`src/rtl/register_file.sv`:
```
// register_file: RV32I integer register file, XLEN x NREGS.
// Two combinational read ports and one write port that updates on the clock edge.
// x0 is hardwired to zero. Synchronous active-high reset clears every entry.
module register_file #(
    parameter int XLEN   = 32,
    parameter int NREGS  = 32,
    parameter int ADDR_W = $clog2(NREGS)
) (
    input  logic              clk,
    input  logic              reset,
    input  logic [ADDR_W-1:0] rs1,
    input  logic [ADDR_W-1:0] rs2,
    input  logic [ADDR_W-1:0] rd,
    input  logic [XLEN-1:0]   write_data,
    input  logic              RegWrite,
    output logic [XLEN-1:0]   read_data1,
    output logic [XLEN-1:0]   read_data2
);

    logic [NREGS-1:0][XLEN-1:0] regs_q;
    logic [NREGS-1:0][XLEN-1:0] regs_d;
    logic [NREGS-1:0]           wr_sel;

    // Per-entry write select. Entry 0 never gets a select, so x0 cannot be written.
    for (genvar i = 0; i < NREGS; i++) begin : g_sel
        if (i == 0) begin : g_x0
            assign wr_sel[i] = 1'b0;
        end else begin : g_xn
            assign wr_sel[i] = RegWrite && (rd == ADDR_W'(i));
        end
    end

    // Next-state: hold every entry except the one selected by rd.
    // Entry 0 is also forced to zero here, so it stays zero even before the first reset.
    always_comb begin
        regs_d = regs_q;
        for (int i = 0; i < NREGS; i++) begin
            if (wr_sel[i]) begin
                regs_d[i] = write_data;
            end
        end
        regs_d[0] = '0;
    end

    // State update. Reset is checked first, so it wins over a write presented at the same edge.
    always_ff @(posedge clk) begin
        if (reset) begin
            regs_q <= '0;
        end else begin
            regs_q <= regs_d;
        end
    end

    // Combinational reads. There is no write bypass: a read of rd shows the old value
    // until the edge. The explicit zero on address 0 also covers the interval before
    // the first reset, when the contents of entry 0 are still unknown.
    always_comb begin
        read_data1 = (rs1 == '0) ? '0 : regs_q[rs1];
        read_data2 = (rs2 == '0) ? '0 : regs_q[rs2];
    end

endmodule

```
`config.mk`:
```
export PLATFORM = sky130hd
export DESIGN_NAME = register_file
export DESIGN_NICKNAME = d
export VERILOG_FILES = /design/src/rtl/register_file.sv
export SDC_FILE = /design/constraint.sdc
export NUM_CORES = 2
export LEC_CHECK = 0
export BUFFER_PORTS_ARGS = -buffer_cell sky130_fd_sc_hd__buf_4
export CAP_MARGIN = 5
export CORE_MARGIN = 4
export CORE_UTILIZATION = 55
export DETAILED_ROUTE_END_ITERATION = 16
export GPL_ROUTABILITY_DRIVEN = 0
export GPL_TIMING_DRIVEN = 1
export PLACE_DENSITY = 0.69
export SETUP_SLACK_MARGIN = 0.05
export SKIP_LAST_GASP = 1
export SLEW_MARGIN = 20
export SYNTH_ARGS = -nofsm -noshare
export SYNTH_HDL_FRONTEND = slang
export SYNTH_SLANG_ARGS = --single-unit
```
`constraint.sdc`:
```
create_clock -name clk -period 7.35 [get_ports clk]
set_input_delay 2.205 -clock clk [delete_from_list [all_inputs] [get_ports clk]]
set_output_delay 2.205 -clock clk [all_outputs]
set_load 0.05 [all_outputs]
```
==> metrics.yaml <==
status: "completed"
die_w_um: 310
ys.flop_type: "dfxtp_1"
arrival_ns: 4.97
reg_top3: "regs_q (992)"
vias: 46811
synth_edf_count: 0
fill_cells: 7604
tns_ns: 0
avgRoutedWirePerCell_um: 29.5
cp-start-kind: "input pin"
cts_buffers: 105
p_leak_nw: 18.0
fin_crit_ns: 7.18
dp_hpwl_um: 114000
drc: 0
cts_root_buf: "clkbuf_16"
groute.usage.overall_pct: 40.6
worst_setup_path_end_kind: "primary output"
syn2layout_area_growth_pct: 10.1
clk_pin_slew_ns: 0.06
drive_above_1_share_pct: 18.1
h-tree-depth: 3
hold_class: "flop to flop"
regArea_um2: 19900
dp.cells: 6607
rsz0062_at_grt: "false"
worstPathRequired_ns: 5.14
finalPower_mw: 12.2
syn_avg_cell_area_um2: 8.71
power.internal_mw: 9.07
final_cell_area_um2: 55300
antenna_found_initial: 14
synth-seq-area-share_pct: 39.5
fin_skew_ns: 0
fin_nets: 5588
clk_latency_ns: 0.68
hold_viol: 0
dieHeight_um: 310
grt_max_degree: 197
cts_setup_buffers: 0
slew_headroom_pct: 24.6
cts_resized: 0
ant_nets: 0
syn-cell-area_um2: 50300
tightest_slew_ns: 1.12
rows: 110
start_util_pct: 55.7
largest_register_ffs: 992
p_seq_share_pct: 44.7
firstDrtPassIters: 6
ys_types: 45
power.density_nw_per_um2: 220
worstSetupPathType: "input pin to primary output"
vias_per_cell: 6.88
comb_power_share_pct: 9.0
cts_hold_buf: 0
cts_tree: "built"
routed_wirelength_um: 201000
p_switching_mw: 3.11
clock-sinks: 992
stdcell_count: 6802
ys_ff_latch: 992
grt_overflow: 0
p_clk_share_pct: 46.3
clockBufferDepth: 3
ys_warn_count: 0
grt_first_pass_wirelength_um: 289000
multi_input_area_um2: 28000
async_reset_ff_share_pct: 0
maxCapViolations: 0
coreArea_um2: 90300
timing.hold.ws_ns: 0.463
max_freq_mhz: 139
drt_iter0_drc: 8387
largest-register: "regs_q"
sw_frac_of_total_pct: 25.5
place_area_um2: 51700
setup_viol: 0
fin_crit_sh_pct: 97.6
mostFrequentLayoutCells: "2,009 x nand2_1, 1,024 x a21oi_1, 992 x dfxtp_1, 416 x mux4_2, 236 x buf_4"
syn_inst: 5770
vdd_drop_max_v: 0.000167
io_buffers: 113
syn_nets: 5820
final_common_cell: "nand2_1"
slew_violations: 0
dieArea_um2: 96300
worstPathMaxFanout: 53
grt_pass1_vias: 43050
ios: 114
## power groups by stage
| stage | combinational [mW] | clock, mW | sequential, mW |
|---|---|---|---|
| 2_1_floorplan | 0.686 | 0 | 5.55 |
| 3_3_place_gp | 1.05 | 0 | 5.56 |
| 3_5_place_dp | 1.06 | 0 | 5.56 |
| 4_1_cts | 1.06 | 5.63 | 5.45 |
| 5_1_grt | 1.12 | 5.85 | 5.45 |
| 6_report | 1.10 | 5.64 | 5.45 |
## synth_stat cells, types with 10 or more instances
master | instances | area (um^2)
buf_4 | 10 | 75.1
o21ai_0 | 21 | 105
nor2_1 | 67 | 251
buf_1 | 114 | 428
and2_1 | 12 | 75.1
mux4_2 | 416 | 9370
a221oi_1 | 10 | 87.6
mux2_2 | 107 | 1200
o211ai_1 | 32 | 240
dfxtp_1 | 992 | 19900
clkbuf_1 | 342 | 1280
o31a_1 | 32 | 280
buf_2 | 125 | 626
a22oi_1 | 86 | 646
mux2i_1 | 126 | 1260
o22ai_1 | 58 | 363
a211oi_1 | 18 | 135
a221o_1 | 11 | 110
nand2_1 | 2033 | 7630
a2bb2oi_1 | 32 | 280
nor2b_1 | 26 | 163
buf_6 | 14 | 158
a21oi_1 | 1024 | 5120
## kinds of logic after synthesis
logic type / Yosys count / share of synthesized area (%)
compound gates: 1339 / 14.9
mux: 649 / 23.5
buf+inv: 609 / 5.20
flops: 992 / 39.5
simple gates: 2181 / 16.8
## critical path: stages
cell,delay [ns]
buf_8,0.39
buf_4,0.38
mux4_2,0.24
nor2b_1,0.04
o21ai_0,0.44
buf_4,0.25
nor4b_1,0.64
buf_4,0.33
## final cells by class
| cell class | count | area share (%) |
|---|---|---|
| Tap cell | 1176 | 2.66 |
| Timing Repair Buffer | 268 | 4.30 |
| Inverter | 2 | 0.0136 |
| Sequential cell | 992 | 35.9 |
| Multi-Input combinational cell | 4169 | 50.6 |
| Antenna cell | 7 | 0.0317 |
| Clock buffer | 149 | 5.47 |
| Clock inverter | 39 | 1.02 |
## path summary, 6_finish.rpt
kind                             from                  endpoint  slack [ns]  cells after the start
max                            rs1[1]            read_data1[26]        0.17                      8
min reg2reg  regs_q[971]$_SDFFE_PP0P_  regs_q[971]$_SDFFE_PP0P_        0.46                      2
max reg2reg  regs_q[684]$_SDFFE_PP0P_  regs_q[684]$_SDFFE_PP0P_        6.61                      2
min          regs_q[971]$_SDFFE_PP0P_  regs_q[971]$_SDFFE_PP0P_        0.46                      2
## stage by stage
stage          setup slack, ns  util [%]
6_report                 0.175      61.3
5_1_grt                  0.213      61.3
4_1_cts                  0.335      61.3
3_5_place_dp             0.378      57.3
3_3_place_gp             0.347      57.3
2_1_floorplan            0.359         -
## routing by layer
layer	part of all wire [%]	track usage, %	up-vias
met5	0.028	0	-
met4	6.5	22.1	8
met3	16	14.4	873
met2	42	58.5	3951
met1	35	53.7	22356
li1	-	-	19623
(Power assumes the default switching activity.)
